`config.mk`:
```
export PLATFORM = sky130hd
export DESIGN_NAME = fetch_unit
export DESIGN_NICKNAME = d
export VERILOG_FILES = /design/src/rtl/fetch_unit.sv
export SDC_FILE = /design/constraint.sdc
export NUM_CORES = 1
export LEC_CHECK = 0
export ABC_CLOCK_PERIOD_IN_PS = 2720
export CORE_ASPECT_RATIO = 0.6
export CORE_MARGIN = 4
export CORE_UTILIZATION = 38
export DETAILED_ROUTE_END_ITERATION = 12
export PLACE_DENSITY = 0.66
export SYNTH_ARGS = -nofsm -noshare
export SYNTH_HDL_FRONTEND = slang
export SYNTH_SLANG_ARGS = --single-unit
```
`constraint.sdc`:
```
create_clock -name clk -period 2.72 [get_ports clk]
set_clock_uncertainty 0.15 [all_clocks]
set_input_delay 0.68 -clock clk [delete_from_list [all_inputs] [get_ports clk]]
set_output_delay 0.68 -clock clk [all_outputs]
set_load 0.05 [all_outputs]
```
`src/rtl/fetch_unit.sv`:
```
// fetch_unit: instruction-fetch stage plus the IF/ID pipeline register.
// Keeps the PC, issues one instruction-memory request at a time, parks a
// single returned word in a skid buffer while decode is stalled, and
// follows taken-branch redirects from downstream. A HALT_WORD stops fetch
// until a redirect or reset.
module fetch_unit #(
    parameter int unsigned          ADDR_W    = 24,
    parameter int unsigned          INSTR_W   = 32,
    parameter logic [ADDR_W-1:0]    RESET_PC  = '0,
    parameter int unsigned          PC_STEP   = 4,
    parameter logic [INSTR_W-1:0]   HALT_WORD = {INSTR_W{1'b1}}
) (
    input  logic               clk,
    input  logic               rst,
    input  logic               stall,
    input  logic               branchTakenFlag,
    input  logic [ADDR_W-1:0]  branchTarget,
    output logic               imem_req,
    output logic [ADDR_W-1:0]  imem_addr,
    input  logic               imem_valid,
    input  logic [INSTR_W-1:0] imem_rdata,
    output logic [INSTR_W-1:0] instrIFID,
    output logic [ADDR_W-1:0]  pcIFID,
    output logic               validIFID,
    output logic               halted
);

    typedef enum logic [2:0] {
        S_IDLE    = 3'd0,
        S_FETCH   = 3'd1,
        S_HOLD    = 3'd2,
        S_DISCARD = 3'd3,
        S_HALTED  = 3'd4
    } state_t;

    state_t               state_q, state_d;
    logic [ADDR_W-1:0]    pc_q, pc_d;
    logic [ADDR_W-1:0]    disc_addr_q, disc_addr_d;   // address of the abandoned request
    logic [INSTR_W-1:0]   skid_instr_q, skid_instr_d;
    logic [ADDR_W-1:0]    skid_pc_q, skid_pc_d;
    logic                 skid_vld_q, skid_vld_d;
    logic [INSTR_W-1:0]   ifid_instr_q, ifid_instr_d;
    logic [ADDR_W-1:0]    ifid_pc_q, ifid_pc_d;
    logic                 ifid_vld_q, ifid_vld_d;

    logic                 load_en;
    logic [INSTR_W-1:0]   load_instr;
    logic [ADDR_W-1:0]    load_pc;
    logic                 rdata_is_halt;
    logic                 skid_is_halt;

    // Sequential PC advance; wraps naturally at 2^ADDR_W.
    function automatic logic [ADDR_W-1:0] pc_inc(input logic [ADDR_W-1:0] pc);
        return pc + ADDR_W'(PC_STEP);
    endfunction

    assign rdata_is_halt = (imem_rdata == HALT_WORD);
    assign skid_is_halt  = (skid_instr_q == HALT_WORD);

    // Next-state, PC, skid-buffer and IF/ID update logic.
    always_comb begin
        state_d      = state_q;
        pc_d         = pc_q;
        disc_addr_d  = disc_addr_q;
        skid_instr_d = skid_instr_q;
        skid_pc_d    = skid_pc_q;
        skid_vld_d   = skid_vld_q;
        ifid_instr_d = ifid_instr_q;
        ifid_pc_d    = ifid_pc_q;
        ifid_vld_d   = ifid_vld_q;
        load_en      = 1'b0;
        load_instr   = '0;
        load_pc      = '0;

        if (branchTakenFlag) begin
            // Redirect beats stall and everything else; IF/ID and skid are flushed.
            pc_d         = branchTarget;
            ifid_vld_d   = 1'b0;
            ifid_instr_d = '0;
            skid_vld_d   = 1'b0;
            case (state_q)
                S_FETCH: begin
                    if (imem_valid) begin
                        state_d = S_FETCH;
                    end else begin
                        // Request cannot be withdrawn: wait it out and drop its data.
                        state_d     = S_DISCARD;
                        disc_addr_d = pc_q;
                    end
                end
                S_DISCARD: begin
                    if (imem_valid) begin
                        state_d = S_FETCH;
                    end
                end
                default: state_d = S_FETCH;
            endcase
        end else begin
            case (state_q)
                S_IDLE: begin
                    state_d = S_FETCH;
                end
                S_FETCH: begin
                    if (imem_valid) begin
                        // A halt word leaves the PC pointing at itself.
                        if (!rdata_is_halt) begin
                            pc_d = pc_inc(pc_q);
                        end
                        if (stall) begin
                            skid_instr_d = imem_rdata;
                            skid_pc_d    = pc_q;
                            skid_vld_d   = 1'b1;
                            state_d      = S_HOLD;
                        end else begin
                            load_en    = 1'b1;
                            load_instr = imem_rdata;
                            load_pc    = pc_q;
                            state_d    = rdata_is_halt ? S_HALTED : S_FETCH;
                        end
                    end
                end
                S_HOLD: begin
                    if (!stall && skid_vld_q) begin
                        load_en    = 1'b1;
                        load_instr = skid_instr_q;
                        load_pc    = skid_pc_q;
                        skid_vld_d = 1'b0;
                        state_d    = skid_is_halt ? S_HALTED : S_FETCH;
                    end
                end
                S_DISCARD: begin
                    if (imem_valid) begin
                        state_d = S_FETCH;
                    end
                end
                S_HALTED: begin
                    state_d = S_HALTED;
                end
                default: begin
                    state_d = S_IDLE;
                end
            endcase

            if (load_en) begin
                ifid_instr_d = load_instr;
                ifid_pc_d    = load_pc;
                ifid_vld_d   = 1'b1;
            end else if (!stall) begin
                // Nothing new for decode: insert a bubble.
                ifid_instr_d = '0;
                ifid_vld_d   = 1'b0;
            end
        end
    end

    // State, PC, skid buffer and IF/ID registers with async active-low reset.
    always_ff @(posedge clk or negedge rst) begin
        if (!rst) begin
            state_q      <= S_IDLE;
            pc_q         <= RESET_PC;
            disc_addr_q  <= RESET_PC;
            skid_instr_q <= '0;
            skid_pc_q    <= '0;
            skid_vld_q   <= 1'b0;
            ifid_instr_q <= '0;
            ifid_pc_q    <= '0;
            ifid_vld_q   <= 1'b0;
        end else begin
            state_q      <= state_d;
            pc_q         <= pc_d;
            disc_addr_q  <= disc_addr_d;
            skid_instr_q <= skid_instr_d;
            skid_pc_q    <= skid_pc_d;
            skid_vld_q   <= skid_vld_d;
            ifid_instr_q <= ifid_instr_d;
            ifid_pc_q    <= ifid_pc_d;
            ifid_vld_q   <= ifid_vld_d;
        end
    end

    // Memory interface and status outputs decoded from the state.
    always_comb begin
        imem_req  = (state_q == S_FETCH) || (state_q == S_DISCARD);
        imem_addr = (state_q == S_DISCARD) ? disc_addr_q : pc_q;
        halted    = (state_q == S_HALTED);
    end

    assign instrIFID = ifid_instr_q;
    assign pcIFID    = ifid_pc_q;
    assign validIFID = ifid_vld_q;

endmodule

```
# Word-level counts from Yosys, hierarchy flattened
# Cells that the tools add are included.
[totals]
reg_bits = 165
[op_classes]
addsub = 1
n_eq_ne = 11
mux = 39
bitwise = 2
n_reduce_logical = 13
[op_table]
columns = ["op", "count"]
rows = [
  ["2-to-1 mux 24 bit", 8],
  ["2-to-1 mux 32 bit", 6],
  ["== test 32 bit (second input constant)", 2],
  ["case mux 32 bit (2 select lines)", 1],
  ["case mux 24 bit (2 select lines)", 1],
  ["adder 24 x 3 -> 24 bit (second input constant)", 1],
  ["2-to-1 mux 3 bit", 7],
  ["case mux 3 bit (5 select lines)", 1],
  ["2-to-1 mux 1 bit", 11],
  ["!= test 3 bit (second input constant)", 3],
  ["AND reduction 4 bit", 2],
  ["== test 3 x 2 -> 1 bit (second input constant)", 2],
  ["case mux 3 bit (2 select lines)", 1],
  ["AND reduction 3 bit", 2],
  ["case mux 1 bit (2 select lines)", 2],
  ["AND reduction 2 bit", 2],
  ["nonzero test 2 bit", 2],
  ["== test 3 x 1 -> 1 bit (second input constant)", 1],
  ["== test 3 bit (second input constant)", 1],
  ["logical NOT 3 bit", 1],
  ["!= test 3 x 1 -> 1 bit (second input constant)", 1],
  ["nonzero test 3 bit", 1],
  ["2-to-1 mux 2 bit", 1],
  ["!= test 2 bit (second input constant)", 1],
  ["other kinds (4)", 5],
]

# Logic depth before layout (Yosys ltp)
# Gate-level depths: netlist of run 1.
[depth]
word_depth = 7
mapped_depth = 8

# Worst setup path before layout of run 1
# OpenSTA, ideal clock, no wires.
[synth_timing]
kind = "register -> output"
startpoint = "register state_q[2]"
endpoint = "output port imem_addr[13]"
arrival_time_ps = 2229
required_time_ps = 1890
path_slack_ps = -339
path_stages_with_launch = 6
cell_sequence = "dfrtp_1 -> buf_2 -> nor2_1 -> nand2_1 -> buf_1 -> mux2_2"
[synth_via]
elab_chain_len = 2
[synth_lines]
columns = ["element", "line_no", "text"]
rows = [
  ["start, declared", "36", "state_t state_q, state_d;"],
  ["start signal, assigned", "169", "state_q <= state_d;"],
  ["== test 3 x 2 -> 1 bit", "184", "imem_addr = (state_q == S_DISCARD) ? disc_addr_q : pc_q;"],
  ["2-to-1 mux 24 bit", "184", ""],
  ["end, declared", "19", "output logic [ADDR_W-1:0] imem_addr,"],
]
# Every way passes these cells.

# Final worst setup path of run 1
[layout_timing]
startpoint = "register state_q[0]"
endpoint = "output port imem_addr[11]"
# The elaborated chain is that of the path after synthesis.

==> results of run 1 <==
-- cells in the final DEF, fill, tap and decap left out, drive strengths merged, types with 13 or more instances in the layout --
cell type / Yosys / routed
a222oi: 32 / 32
clkdlybuf4s50: 0 / 115
nand4: 21 / 21
xnor2: 16 / 16
nand2: 49 / 49
o21ai: 46 / 46
clkbuf: 25 / 17
dfrtp: 165 / 165
nor2: 40 / 40
mux2: 109 / 109
nand3: 13 / 13
buf: 30 / 89
a22oi: 24 / 24
-- how the worst min path moves through the flow --
stage / startpoint / endpoint
CTS: pcIFID[22] / pcIFID[22]
floorplan: rst / disc_addr_q[0]
finish: pcIFID[16] / pcIFID[16]
detailed placement: pcIFID[22] / pcIFID[22]
global placement: disc_addr_q[16] / disc_addr_q[16]
global route: skid_pc_q[16] / skid_pc_q[16]
-- worst max-delay path, stage by stage, from the launching register on --
cell                        delay, ns
sky130_fd_sc_hd__dfrtp_2         0.42
sky130_fd_sc_hd__inv_2           0.08
sky130_fd_sc_hd__nor2_4          0.04
sky130_fd_sc_hd__nand2_4         0.09
sky130_fd_sc_hd__bufbuf_16       0.29
sky130_fd_sc_hd__mux2_2          0.37
sky130_fd_sc_hd__buf_12          0.15
-- cell type report --
type | instances | area share [%]
diodes | 1 | 0.0232
inverters | 4 | 0.139
clock inverters | 15 | 2.31
well taps | 266 | 3.09
flip-flops and latches | 165 | 38.3
multi-input cells | 414 | 30.7
clock buffers | 17 | 3.94
repair buffers | 206 | 21.5
-- through the flow --
step / cell area [sq um] / TNS (ns) / std cells
3_5_place_dp: 9910 / -0.389 / 1048
5_1_grt: 10800 / -0.382 / 1088
4_1_cts: 10700 / 0 / 1087
3_3_place_gp: 9910 / -0.168 / 1048
2_1_floorplan: 7660 / 0 / 638
6_report: 10800 / 0 / 1088
-- routing by layer --
metal / track usage [%] / vias to the layer above / part of all wire, % / wire length [um]
li1: - / 2737 / - / -
met1: 30.1 / 3098 / 47 / 10400
met2: 29.7 / 241 / 45 / 9980
met3: 4.51 / 28 / 6.5 / 1450
met4: 6.46 / 0 / 1.8 / 390
met5: 0 / - / 0 / 0
-- registers in the layout, summed over array words and instances, names as in the netlist --
register / count
disc_addr_q: 24
instrIFID: 32
pcIFID: 24
pc_q: 24
skid_instr_q: 32
skid_pc_q: 24
skid_vld_q: 1
state_q: 3
validIFID: 1
-- power by group --
part / switching (mW) / internal, mW
Clock: 1.01 / 1.73
Combinational: 1.86 / 1.59
Sequential: 0.517 / 3.17
Total: 3.39 / 6.50
-- what timing repair did --
item / CTS / global route
pin swaps: 1 / 1
endpoints found under the setup margin: 24 / 24
endpoints found under the hold margin: 28 / 0
gates resized for setup: 11 / 20
gates cloned: 2 / 0
setup buffers: 4 / 0
hold buffers: 1 / 0
-- kinds of logic (layout without fill, tap and decap cells) --
| logic type | after synthesis | count (layout) | share of synthesized area [%] |
|---|---|---|---|
| other | 0 | 1 | 0 |
| XOR/XNOR | 20 | 20 | 2.29 |
| adder cells (fa/ha/maj) | 1 | 1 | 0.164 |
| flip-flops | 165 | 165 | 54.0 |
| buffers and inverters | 59 | 242 | 3.68 |
| multiplexers | 109 | 109 | 16.0 |
| AO/OA/AOI/OAI | 135 | 135 | 13.7 |
| AND/OR/NAND/NOR | 149 | 149 | 10.1 |
==> summary.txt, run 1 <==
STA
  – Number of hold violations in the final report: 0
  – Final-report setup violation count: 0
  – Tightest Pin Transition: about 0.56 ns
  – Hold Worst Slack: roughly 0.33 ns
  – Setup repair after global routing missed its margin: yes
  – Max-Slew Margin vs Limit: slightly above 60%
  – Post-layout min period: 2.71 ns
  – Peak clock frequency supported by timing: ~370 MHz
  – Final critical-path share of the clock period: between 90% and 100%
  – Setup WS post-layout: between 0.01 and 0.015 ns
  – Pins over their slew limit: 0

Global route
  – Number of global-route vias before repair: 6350
  – Global route total overflow: 0
  – Maximum number of pins on one net before global-route repair: 65
  – GRT Resource Usage Total: just over 20%
  – Wire length of the first global-routing pass: ~36000 um
  – Number of antenna violations at the first check in global routing: 1

Clock network
  – Clk root buf: sky130_fd_sc_hd__clkbuf_16
  – Num CTS Buffers: 17
  – Max Root-Sink Buffers: 2
  – H-tree levels: 4
  – TritonCTS clock tree: yes
  – Clock sinks: around 170
  – Clock transition at path regs: roughly 0.06 ns
  – Worst skew pair latency: ~0.43 ns

Synth
  – Yosys warnings: 0
  – Per-instance average area after synthesis: 12.0 sq um
  – Cell area after synthesis: 0.00765 sq mm
  – Share of flip-flops with an asynchronous set or reset after synthesis: 100%
  – Number of instances in the synthesized netlist: between 600 and 700
  – Post-synth top area cell: sky130_fd_sc_hd__dfrtp_1
  – Net count of the mapped netlist: 700
  – Most repeated cell in the gate-level netlist after synthesis: sky130_fd_sc_hd__dfrtp_1
  – Cell types occupying the most area after synthesis: sky130_fd_sc_hd__dfrtp_1 54%, sky130_fd_sc_hd__mux2_2 16%, sky130_fd_sc_hd__a222oi_1 4.2%
  – Number of unique standard cell types used by synthesis: 49
  – Most used flip-flop cell after synthesis: sky130_fd_sc_hd__dfrtp_1
  – Register area share after synthesis: 54.0%
  – Number of enable-type register cells in the synthesized netlist: 0
  – Seq cells post-synth: about 170
  – Share of Yosys cell area claimed by the top area cell type: 54.0%
  – Synth cell count leaders: 165 x sky130_fd_sc_hd__dfrtp_1, 109 x sky130_fd_sc_hd__mux2_2, 49 x sky130_fd_sc_hd__nand2_1

Routing
  – Detailed-route wire length: 22300 um
  – Vias per cell: ~5.6
  – Number of nets with antenna violations after routing: 0
  – Pre-antenna DRT Iters: 8
  – Initial detailed-routing violation count: ~530
  – DR WL/cell: 20.5 um
  – Overall via count from detail_route: slightly above 6k
  – DRC errors left: 0

Power and ir drop
  – Post-route total power: ~10 mW
  – Maximum resistive drop on vdd: between 0.6 and 0.7 mV
  – Static Leakage: between 4 and 5 nW
  – Power density cells: ~920 mW/mm^2

Placed design
  – Placement-stage worst setup slack: -0.104 ns
  – Gpl congestion: between 0.8 and 0.9
  – Half-perimeter wire length of the detailed placement result: 15500 um
  – Quantity of I/O buffers inserted on ports: approximately 140

Worst hold path
  – Type of the most critical hold path: register to register
  – Hold Path Depth: 2

Setup path
  – Endpoint of the most critical register-to-register path: pc_q[23]
  – Worst path arrival time: around 1.9 ns
  – Crit start category: register
  – CP Max Fanout: 7
  – Endpoint class of the critical path: output port
  – Setup Crit Path Kind: register to output port
  – Reg-to-reg startpoint: pc_q[5]
  – Worst setup path end: imem_addr[11]
  – Worst Reg-to-Reg Cells: 6
  – Launching instance or port of the critical path: state_q[0]
  – Required arrival time at the worst endpoint: between 1.5 and 2 ns
  – R2R Setup Slk: between 0.3 and 0.4 ns

Final layout
  – Filler cell count: 1595
  – Fin nets: 870
  – Flip-flop and latch area: between 0.004 and 0.005 sq mm
  – Area growth from synthesis to final layout: 40.9%
  – Layout cell share with drive strength beyond 1: between 30 and 40%
  – Fraction of the core area covered by cells at the end of the flow: 55.7%
  – Multi-input logic area: about 0.0033 sq mm

Floorplan
  – Initial core utilization: approximately two fifths
  – Core footprint: ~0.019 sq mm
  – Chip height: approximately 120 um
  – Die width: 191 um
  – Number of rows created at floorplan: 39
  – Total die area: about 0.023 sq mm
  – Number of primary I/O pins: roughly 140

Run
  – MaxCap Viol Count: 0

Outcome
  – Result of the run: finished clean
Note: power is estimated with default switching activity, not from simulation.
==> inputs of run 2 (changes only) <==
Settings changed: CTS_CLUSTER_SIZE set to 12.
==> results of run 2 <==
Same layout as run 1: the final DEF is identical, and so are final timing and power.
